$ cat src/rtl/db_pkg.sv
// Shared definitions for the key/value DB front end: op codes, header
// constants, value status codes and the key payload layout.
package db_pkg;

  localparam int unsigned DATA_W = 64;
  localparam int unsigned KEEP_W = 8;
  localparam int unsigned CNT_W  = 32;
  localparam int unsigned FLAG_W = 4;

  localparam logic [FLAG_W-1:0] OP_LOOKUP = 4'h1;
  localparam logic [FLAG_W-1:0] OP_INSERT = 4'h2;

  localparam logic [15:0] ETH_TYPE_IPV4 = 16'h0800;
  localparam logic [7:0]  IP_PROTO_UDP  = 8'd17;
  localparam logic [7:0]  IP_VER_IHL    = 8'h45;

  // Value status codes stored alongside keys in the DB.
  typedef enum logic [3:0] {
    SUSPECTION = 4'd1,
    ARREST     = 4'd2,
    FILTERED   = 4'd3,
    EXPIRED    = 4'd4
  } db_status_e;

  // Header parser states.
  typedef enum logic [1:0] {
    IDLE = 2'd0,
    HDR  = 2'd1,
    SKIP = 2'd2
  } ext_state_e;

  // 96-bit lookup key, MSB first.
  typedef struct packed {
    logic [31:0] src_ip;
    logic [31:0] dst_ip;
    logic [15:0] dst_port;
    logic [15:0] pad;
  } db_key_t;

endpackage

$ cat src/rtl/db_stat_cnt.sv
// Wrapping statistics counter.
//   clk, rst : clock, synchronous active-high reset
//   inc      : add one this cycle
//   count    : current value, wraps from all-ones to zero
module db_stat_cnt #(
  parameter int unsigned W = 32
) (
  input  logic         clk,
  input  logic         rst,
  input  logic         inc,
  output logic [W-1:0] count
);

  always_ff @(posedge clk) begin
    if (rst) begin
      count <= '0;
    end else if (inc) begin
      count <= count + W'(1);
    end
  end

endmodule

$ cat src/rtl/db_key_extract.sv
// Passive tap on the 64-bit MAC receive stream. Parses Ethernet/IPv4/UDP
// headers over beats 0..4 and emits one key + op flag per good frame.
//   clk, rst          : clock, synchronous active-high reset
//   s_axis_t*         : receive stream (no backpressure, every valid beat taken)
//   out_key/out_flag  : extracted key and op code, held between emissions
//   out_valid         : one-cycle pulse qualifying out_key/out_flag
//   stat_pkt/key/err  : frames seen, keys emitted, frames rejected
module db_key_extract
  import db_pkg::*;
#(
  parameter int unsigned KEY_SIZE = 96,
  parameter logic [15:0] MON_PORT = 16'd53
) (
  input  logic                clk,
  input  logic                rst,
  input  logic [DATA_W-1:0]   s_axis_tdata,
  input  logic [KEEP_W-1:0]   s_axis_tkeep,
  input  logic                s_axis_tvalid,
  input  logic                s_axis_tlast,
  output logic [KEY_SIZE-1:0] out_key,
  output logic [FLAG_W-1:0]   out_flag,
  output logic                out_valid,
  output logic [CNT_W-1:0]    stat_pkt,
  output logic [CNT_W-1:0]    stat_key,
  output logic [CNT_W-1:0]    stat_err
);

  ext_state_e  state, state_nxt;
  logic [2:0]  beat_cnt, beat_cnt_nxt;
  logic        bad, bad_nxt;
  logic [31:0] src_ip_q;
  logic [15:0] dst_hi_q;

  logic        beat_bad_c;
  logic        frame_bad_c;
  logic        emit_c;
  logic        cap_ip_c;
  logic        pkt_inc_c;
  logic        err_inc_c;

  // Byte lanes of the current beat; lane n is wire byte n.
  logic [7:0][7:0] lanes;
  assign lanes = s_axis_tdata;

  logic [15:0] eth_type, frag_word, src_port, dst_port, dst_lo;
  logic [7:0]  ver_ihl, proto;
  assign eth_type  = {lanes[4], lanes[5]};
  assign ver_ihl   = lanes[6];
  assign frag_word = {lanes[4], lanes[5]};
  assign proto     = lanes[7];
  assign dst_lo    = {lanes[0], lanes[1]};
  assign src_port  = {lanes[2], lanes[3]};
  assign dst_port  = {lanes[4], lanes[5]};

  // Per-beat header checks, sticky bad bit, emission and stat triggers.
  always_comb begin
    state_nxt    = state;
    beat_cnt_nxt = beat_cnt;
    bad_nxt      = bad;
    beat_bad_c   = 1'b0;
    frame_bad_c  = bad;
    emit_c       = 1'b0;
    cap_ip_c     = 1'b0;
    pkt_inc_c    = 1'b0;
    err_inc_c    = 1'b0;

    if (s_axis_tvalid) begin
      pkt_inc_c = s_axis_tlast;
      case (state)
        IDLE: begin
          beat_bad_c = (s_axis_tkeep != 8'hFF);
          if (s_axis_tlast) begin
            err_inc_c = 1'b1;
          end else begin
            state_nxt    = HDR;
            beat_cnt_nxt = 3'd1;
            bad_nxt      = beat_bad_c;
          end
        end
        HDR: begin
          case (beat_cnt)
            3'd1: beat_bad_c = (s_axis_tkeep != 8'hFF) || (eth_type != ETH_TYPE_IPV4)
                               || (ver_ihl != IP_VER_IHL);
            // MF flag is bit 13, fragment offset bits 12:0.
            3'd2: beat_bad_c = (s_axis_tkeep != 8'hFF) || frag_word[13]
                               || (frag_word[12:0] != 13'd0) || (proto != IP_PROTO_UDP);
            3'd3: begin
              beat_bad_c = (s_axis_tkeep != 8'hFF);
              cap_ip_c   = 1'b1;
            end
            default: beat_bad_c = (s_axis_tkeep[5:0] != 6'h3F);
          endcase
          frame_bad_c = bad | beat_bad_c;
          bad_nxt     = frame_bad_c;
          if (beat_cnt == 3'd4) begin
            emit_c    = ~frame_bad_c;
            state_nxt = SKIP;
          end else begin
            beat_cnt_nxt = beat_cnt + 3'd1;
          end
          if (s_axis_tlast) begin
            err_inc_c = frame_bad_c | (beat_cnt != 3'd4);
          end
        end
        SKIP: begin
          if (s_axis_tlast) begin
            err_inc_c = bad;
          end
        end
        default: state_nxt = IDLE;
      endcase
      if (s_axis_tlast) begin
        state_nxt    = IDLE;
        beat_cnt_nxt = 3'd0;
        bad_nxt      = 1'b0;
      end
    end
  end

  // State, capture and output registers.
  always_ff @(posedge clk) begin
    if (rst) begin
      state     <= IDLE;
      beat_cnt  <= 3'd0;
      bad       <= 1'b0;
      src_ip_q  <= '0;
      dst_hi_q  <= '0;
      out_key   <= '0;
      out_flag  <= '0;
      out_valid <= 1'b0;
    end else begin
      state     <= state_nxt;
      beat_cnt  <= beat_cnt_nxt;
      bad       <= bad_nxt;
      out_valid <= emit_c;
      if (cap_ip_c) begin
        src_ip_q <= {lanes[2], lanes[3], lanes[4], lanes[5]};
        dst_hi_q <= {lanes[6], lanes[7]};
      end
      if (emit_c) begin
        out_key  <= KEY_SIZE'(db_key_t'{src_ip:   src_ip_q,
                                        dst_ip:   {dst_hi_q, dst_lo},
                                        dst_port: dst_port,
                                        pad:      16'h0000});
        out_flag <= (src_port == MON_PORT) ? OP_INSERT : OP_LOOKUP;
      end
    end
  end

  db_stat_cnt #(.W(CNT_W)) u_stat_pkt (.clk(clk), .rst(rst), .inc(pkt_inc_c), .count(stat_pkt));
  db_stat_cnt #(.W(CNT_W)) u_stat_key (.clk(clk), .rst(rst), .inc(emit_c),    .count(stat_key));
  db_stat_cnt #(.W(CNT_W)) u_stat_err (.clk(clk), .rst(rst), .inc(err_inc_c), .count(stat_err));

endmodule
$ cat config.mk
export PLATFORM = sky130hd
export DESIGN_NAME = db_key_extract
export DESIGN_NICKNAME = d
export VERILOG_FILES = /design/src/rtl/db_pkg.sv /design/src/rtl/db_stat_cnt.sv /design/src/rtl/db_key_extract.sv
export SDC_FILE = /design/constraint.sdc
export NUM_CORES = 1
export LEC_CHECK = 0
export BUFFER_PORTS_ARGS = -buffer_cell sky130_fd_sc_hd__clkbuf_2
export CAP_MARGIN = 30
export CORE_MARGIN = 2
export CORE_UTILIZATION = 56
export CTS_BUF_LIST = sky130_fd_sc_hd__clkbuf_16
export CTS_CLUSTER_SIZE = 25
export DETAILED_ROUTE_END_ITERATION = 7
export PLACE_DENSITY_LB_ADDON = 0.08
export REMOVE_ABC_BUFFERS = 1
export SLEW_MARGIN = 10
export SYNTH_ARGS = -nofsm -noshare
export SYNTH_HDL_FRONTEND = slang
export SYNTH_SLANG_ARGS = --single-unit
$ cat constraint.sdc
create_clock -name clk -period 7.4 [get_ports clk]
set_clock_uncertainty 0.05 [all_clocks]
set_input_delay 1.48 -clock clk [delete_from_list [all_inputs] [get_ports clk]]
set_output_delay 1.48 -clock clk [all_outputs]
set_load 0.05 [all_outputs]
After elaboration in Yosys (flattened, before gate mapping)
Cells that the tools add are included.

cells by class
  equal/unequal tests = 16
  reduce and logical (&&, ||, !) cells = 11
  bitwise logic cells = 3
  multiplexer cells = 24
  add/sub/neg operators = 4

operator list
  kind                     count
  $add A32 B1 Y32 const B  3
  $eq A16 B6 Y1 const B    1
  $ne A16 B12 Y1 const B   1
  $mux W1                  14
  $reduce_bool A13 Y1      1
  $ne A3 B3 Y1 const B     3
  $ne A8 B5 Y1 const B     1
  $ne A8 B7 Y1 const B     1
  $ne A8 B8 Y1 const B     1
  $eq A3 B2 Y1 const B     2
  $mux W2                  3
  $mux W3                  2
  $ne A6 B6 Y1 const B     1
  $pmux W1 S3              2
  $pmux W2 S3              1
  $pmux W3 S2              1
  $reduce_and A3 Y1        2
  $logic_or A1 B1 Y1       5
  $add A3 B1 Y3 const B    1
  $eq A3 B1 Y1 const B     1
  $eq A3 B3 Y1 const B     1
  $reduce_bool A3 Y1       1
  $eq A2 B1 Y1 const B     1
  $eq A2 B2 Y1 const B     1
  6 further kinds          7

storage, ports and cells
  bits of input ports = 76
  bits in registers = 235
  word-level logic and storage cells = 69
  output and inout bits = 197

Logic depth before layout (Yosys ltp)
Gate-level depths: netlist (run 1).

  word-level depth = 12
  depth in mapped cells = 11
  gate-level depth less buffers = 8

Cells and area by module
From an unflattened synthesis (run 1), not the netlist that was laid out.

unflattened totals
  cell total of the unflattened synthesis = 1218
  area total of the unflattened synthesis = 10002.1 um2

modules (own cells, without submodules)
  module          area each (um2)  cells each  sequential area each (um2)  instances
  db_key_extract  5310.1           675         2742.6                      1
  db_stat_cnt     1564.0           181         640.6                       3

Worst setup path after synthesis (run 1)
OpenSTA, ideal clock, no wires.

  kind = input to register
  from = in s_axis_tvalid
  to = reg u_stat_err.count[29]
  setup slack = 4.194 ns
  path buffers = 2
  data arrival time = 3.086 ns
  stages = 7
  library setup time = 0.070 ns
  data required time = 7.280 ns
  cell sequence = buf_2 nand2_1 nor4_2 nand4_1 clkbuf_1 or4_1 a21oi_1

between the ends
  longest elaborated chain between the ends = 1

ends and longest elaborated chain
  what                    line                  source
  start: declaration      db_key_extract.sv:18  input logic s_axis_tvalid,
  $mux W1                 db_key_extract.sv:67  if (s_axis_tvalid) begin
  end signal: assignment  db_stat_cnt.sv:18     count <= count + W'(1);
  end: declaration        db_stat_cnt.sv:11     output logic [W-1:0] count

Every way passes these cells.
A chain may end at the register's enable or synchronous reset.

Final worst setup path (run 1)
Same ends and word-level chain as after synthesis.

==> results of run 1 <==
-- metrics by stage --
step / cell area [µm²] / worst slack (ns) / hold WS [ns] / std cells
floorplan: 9265 / 3.476 / 0.3805 / 1126
CTS: 11590 / 4.080 / 0.4002 / 1647
detailed placement: 10900 / 3.561 / 0.3923 / 1605
global placement: 10860 / 3.637 / 0.3865 / 1603
global route: 11620 / 3.761 / 0.4179 / 1648
finish: 11620 / 4.053 / 0.3981 / 1649
-- cells in the final DEF (no fill, tap or decap), types with 3 or more instances in the layout --
master     netlist  layout
a21oi_1        161     161
and2_1           6       6
and3_1          15      13
and4_1           3       3
buf_4           18       3
clkbuf_16        0      25
clkbuf_2         0     253
clkinv_1         0       9
conb_1           1      18
dfxtp_1        233     233
ha_1            13      13
inv_1           17      23
nand2_1        303     303
nand2b_1         3       3
nand3_1         39      37
nand3b_1         3       3
nand4_1         29      29
nor2_1          91      91
nor3_1          25      25
nor4_1          15      15
nor4_2           3       3
nor4b_1          4       4
o21ai_0         23      23
o31ai_1          5       5
or2_2            3       3
or3_1           21      21
or4_1            6       6
xnor2_1         36      36
xor2_1          30      30
-- layer usage --
metal	track usage (%)	vias to the layer above	wire (µm)
met5	0	-	0
met4	6.725	0	507
met3	4.354	35	1781
met2	41.88	290	11100
met1	32.74	4085	10290
li1	-	4443	-
-- final timing paths --
| path | start | end | slack, ns | depth (start not counted) |
|---|---|---|---|---|
| hold / removal | out_key[22] | out_key[22] | 0.40 | 2 |
| setup / recovery | s_axis_tvalid | u_stat_err.count[29] | 4.05 | 6 |
| hold reg to reg | out_key[22] | out_key[22] | 0.40 | 2 |
| setup reg to reg | state[1] | u_stat_key.count[31] | 4.51 | 8 |
-- state kept, by name (all words and copies together), names as in the netlist --
| signal | flops |
|---|---|
| out_key | 80 |
| bad | 1 |
| state | 2 |
| src_ip_q | 32 |
| u_stat_pkt.count | 32 |
| out_flag | 2 |
| u_stat_key.count | 32 |
| beat_cnt | 3 |
| out_valid | 1 |
| u_stat_err.count | 32 |
| dst_hi_q | 16 |
-- power by group --
group / internal, W / leakage [nW] / switching (W)
sequential: 0.00126 / 1.88 / 0.00000404
combinational: 0.0000281 / 2.21 / 0.0000738
clock: 0.000603 / 0.362 / 0.000471
-- kinds of logic after synthesis --
logic type | Yosys count
muxes | 1
DFF | 233
buffers and inverters | 101
xor gates and xnor gates | 66
adders and majority gates | 13
and+or+nand+nor | 574
other | 1
AOI/OAI and AO/OA | 204
-- layout make-up --
| type | instances | area [µm²] | share of cell area [%] |
|---|---|---|---|
| timing repair buffer | 260 | 1368 | 11.77 |
| tap | 220 | 275.3 | 2.368 |
| clock buffer | 25 | 625.6 | 5.383 |
| sequential | 233 | 4664 | 40.13 |
| inverter | 17 | 63.81 | 0.5490 |
| multi-input combinational | 876 | 4557 | 39.21 |
| clock inverter | 17 | 66.31 | 0.5706 |
| antenna | 1 | 2.502 | 0.02153 |
-- critical path, stage by stage --
cell and delay, ns:
clkbuf_2 0.21, nand2_1 0.22, nor4_2 0.33, nand4_1 0.62
or4_1 0.71, a21oi_1 0.14
==> impl_metrics.json, run 1 <==
{
  "outcome": "finished clean",
  "cap_violations": 0,
  "final_nets": 1501,
  "ctsHoldBuffers": 0,
  "min_period_ns": 3.347,
  "rsz0062_at_grt": "no",
  "max-slew-margin-rel_pct": 38.06,
  "cp-end-kind": "register",
  "syn2layout_area_growth_pct": 21.19,
  "viasPerCell": 5.369,
  "seq_area_frac_synth_pct": 48.64,
  "grt_use_total_pct": 24.76,
  "clock_latency_ns": 0.50,
  "synth_top_family_by_area": "simple AND/OR/NAND/NOR gates",
  "synth.most_common_cell": "nand2_1",
  "synth_compound_area_share_pct": 11.82,
  "worstPathRequired_ns": 7.78,
  "synth_mux_area_share_pct": 0.1174,
  "avgRoutedWirePerCell_um": 14.36,
  "htree_levels": 1,
  "ant_nets": 0,
  "syn_area_per_cell_um2": 8.039,
  "tightest_slew_ns": 0.9291,
  "die_area_mm2": 0.01819,
  "drc": 0,
  "portBuffers": 254,
  "hold_class": "reg -> reg",
  "synth-edff-count": 0,
  "rows": 47,
  "setup_violations": 0,
  "cp.arrival_ns": 3.73,
  "clk_path_buf_depth": 3,
  "grt_max_degree": 98,
  "clk_pin_slew_ns": 0.06,
  "grt_antenna_before_repair": 1,
  "post-cts-setup-buffer-count": 0,
  "cts_inserted_buffers": 24,
  "ys_types": 47,
  "core_mm2": 0.01664,
  "yosys_register_bits": 233,
  "p_total_w": 0.002437,
  "post_synth_and_or_nand_nor_area_fraction_pct": 26.94,
  "synthArstFlopShare_pct": 0,
  "leakage_nw": 4.453,
  "maxSlewViolCount": 0,
  "die_h_um": 134.9,
  "grt_pass1_vias": 7844,
  "hold_viol": 0,
  "hpwl_um": 15950,
  "clock_sinks": 233,
  "drt_iter0_markers": 479,
  "tritoncts": "built",
  "post-route-period-util_pct": 45.23,
  "fin_setup_tns_ns": 0,
  "start_util_pct": 57.63,
  "synthFlopType": "dfxtp_1",
  "ys_top_cells_by_count": "nand2_1 (303), dfxtp_1 (233), a21oi_1 (161)",
  "synthAdderAreaFrac_pct": 1.696,
  "fill_cells": 1420,
  "synth_xor_area_share_pct": 6.027,
  "vias": 8853,
  "synth_top_area_share_pct": 48.64,
  "synth_area_leaders": "dfxtp_1 (49%), nand2_1 (12%), a21oi_1 (8.4%), nor2_1 (3.6%), xnor2_1 (3.3%)",
  "cts_resized": 0,
  "path_max_fanout": 22,
  "io_pins": 273,
  "drive_gt1_share_pct": 21.29,
  "grt_pass1_wl_um": 37670,
  "synth.yosys.warnings": 0,
  "synth_area_mm2": 0.009590,
  "gp_congestion": 0.8296,
  "ir_drop_uv": 152.5,
  "start_kind": "input pin",
  "post-route-util_pct": 69.84,
  "syn_inst": 1193,
  "cts-root-buf": "clkbuf_16",
  "crit_type": "in -> reg",
  "first_pass_iters": 6,
  "synth_area_leader_cell": "dfxtp_1",
  "powerDensity_mw_per_mm2": 209.7,
  "gr-total-overflow": 0,
  "wirelength_um": 23680,
  "die_w_um": 134.9,
  "max_freq_ghz": 0.2988
}
Note: power is estimated with default switching activity, not from simulation.
==> inputs of run 2 (changes only) <==
CORE_UTILIZATION = 52   (was 56)
clock period = 3.2 ns   (was 7.4 ns; I/O delays follow)
==> run 2 against run 1 <==
Wire length is 0.73% higher; cell count increased by 1.2%; clock power grew to 2.5 times the previous value; sequential power rose by 130%; critical path depth grew 2; sequential cell count unchanged; combinational power up 130%; non-clock buffer count rose by 9; die area is 7.5% higher; core utilization decreased by 4.2 points; largest cell class unchanged.
==> impl_metrics.json, run 2 (synthesis gave the netlist of run 1 again) <==
{
  "min_period_ns": 2.697,
  "die_area_mm2": 0.01955,
  "grt_max_degree": 86,
  "post-place-ws_ns": 0.4503,
  "final_common_cell": "nand2_1",
  "setup_violations": 0,
  "first_pass_iters": 5,
  "hp-start": "s_axis_tdata[3]",
  "rsz0062_at_grt": "no",
  "regMostFlops": "out_key",
  "vias": 8763,
  "tritoncts": "built",
  "viasPerCell": 5.250,
  "wirelength_um": 23850,
  "maxUsedRoutingLayer": "met4",
  "stdcell_area_mm2": 0.01182,
  "ir_drop_uv": 375.4,
  "htree_levels": 1,
  "ant_nets": 0,
  "grt_antenna_before_repair": 1,
  "clock_sinks": 233,
  "io_pins": 273,
  "crit_type": "reg -> reg",
  "hpwl_um": 16730,
  "cp.arrival_ns": 3.02,
  "drive_gt1_share_pct": 22.10,
  "die_w_um": 139.8,
  "start_util_pct": 53.21,
  "gr-total-overflow": 0,
  "tightest_slew_ns": 0.6855,
  "core_mm2": 0.01802,
  "post-route-period-util_pct": 84.27,
  "hold_class": "in -> reg",
  "clk_pin_slew_ns": 0.06,
  "clock_latency_ns": 0.50,
  "final_nets": 1511,
  "powerDensity_mw_per_mm2": 495.4,
  "hold_viol": 0,
  "start_kind": "register",
  "max_freq_ghz": 0.3708,
  "path_max_fanout": 13,
  "grt_use_total_pct": 23.05,
  "fill_cells": 1608,
  "drt_iter0_markers": 439,
  "cap_violations": 0,
  "drc": 0,
  "leakage_nw": 4.539,
  "dr_wl_met2_um": 11340,
  "grt_pass1_wl_um": 38560,
  "post-cts-setup-buffer-count": 0,
  "worstPathRequired_ns": 3.52,
  "grt_pass1_vias": 7849,
  "fin_ws_ns": 0.5034,
  "fin_setup_tns_ns": 0,
  "p_total_w": 0.005858,
  "avgRoutedWirePerCell_um": 14.29,
  "ctsHoldBuffers": 0,
  "die_h_um": 139.8,
  "cts_inserted_buffers": 25,
  "crit_start": "state[1]",
  "cp-end-kind": "register",
  "rows": 49,
  "clk_path_buf_depth": 3,
  "reg2reg_from": "state[1]",
  "place_area_mm2": 0.01105,
  "syn2layout_area_growth_pct": 23.29,
  "maxSlewViolCount": 0,
  "wl_met1_um": 10590,
  "layout_common_cells": "nand2_1 (303), clkbuf_2 (253), dfxtp_1 (233)",
  "gp_congestion": 0.8058,
  "wl_met3_um": 1505,
  "portBuffers": 254,
  "outcome": "finished clean",
  "cts_resized": 0,
  "largest_reg_flops": 80,
  "max-slew-margin-rel_pct": 54.21,
  "cts-root-buf": "clkbuf_16"
}
run 2: cell types whose count changed in the layout (fill, tap and decap cells not counted), sizes merged:
| cell | change |
|---|---|
| clkinvlp | +2 |
| clkinv | -2 |
| bufinv | +2 |
| buf | +9 |
run 2: critical path, stage by stage (launching register included):
cell	delay, ns
dfxtp_1	0.33
inv_1	0.10
ha_1	0.36
nand2_1	0.17
a2111oi_4	0.44
nand4_1	0.47
nor4_1	0.44
xnor2_1	0.16
nor2_1	0.05
run 2: layout make-up:
type                       instances  area [µm²]  share of cell area (%)
antenna                            1       2.502                 0.02116
clock inverter                    19       146.4                   1.238
multi-input combinational        876        4557                   38.54
inverter                          17       63.81                  0.5397
clock buffer                      25       625.6                   5.291
tap                              229       286.5                   2.423
timing repair buffer             269        1478                   12.50
sequential                       233        4664                   39.45
run 2: final timing paths:
check                         end  slack (ns)  cells after the start
min reg2reg           out_key[44]        0.40                      2
max reg2reg  u_stat_key.count[28]        0.50                      8
max          u_stat_key.count[28]        0.50                      8
min                   out_key[43]        0.32                      3
run 2: power breakdown:
| group | internal, W | switching [W] | leakage (nW) |
|---|---|---|---|
| Clock | 0.00158 | 0.00112 | 0.393 |
| Combinational | 0.0000664 | 0.000173 | 2.27 |
| Sequential | 0.00291 | 0.00000923 | 1.88 |
run 2: metrics by stage:
stage	hold WS, ns	utilization, %	cells
CTS	0.2998	65.58	1668
finish	0.3164	65.60	1669
floorplan	0.3805	-	1126
global placement	0.3869	61.19	1623
detailed placement	0.3929	61.30	1624
global route	0.3102	65.58	1668
run 2: per-layer routing:
layer | up-vias | GRT usage (%)
li1 | 4443 | -
met1 | 4035 | 30.95
met2 | 256 | 39.10
met3 | 29 | 3.889
met4 | 0 | 5.158
met5 | - | 0
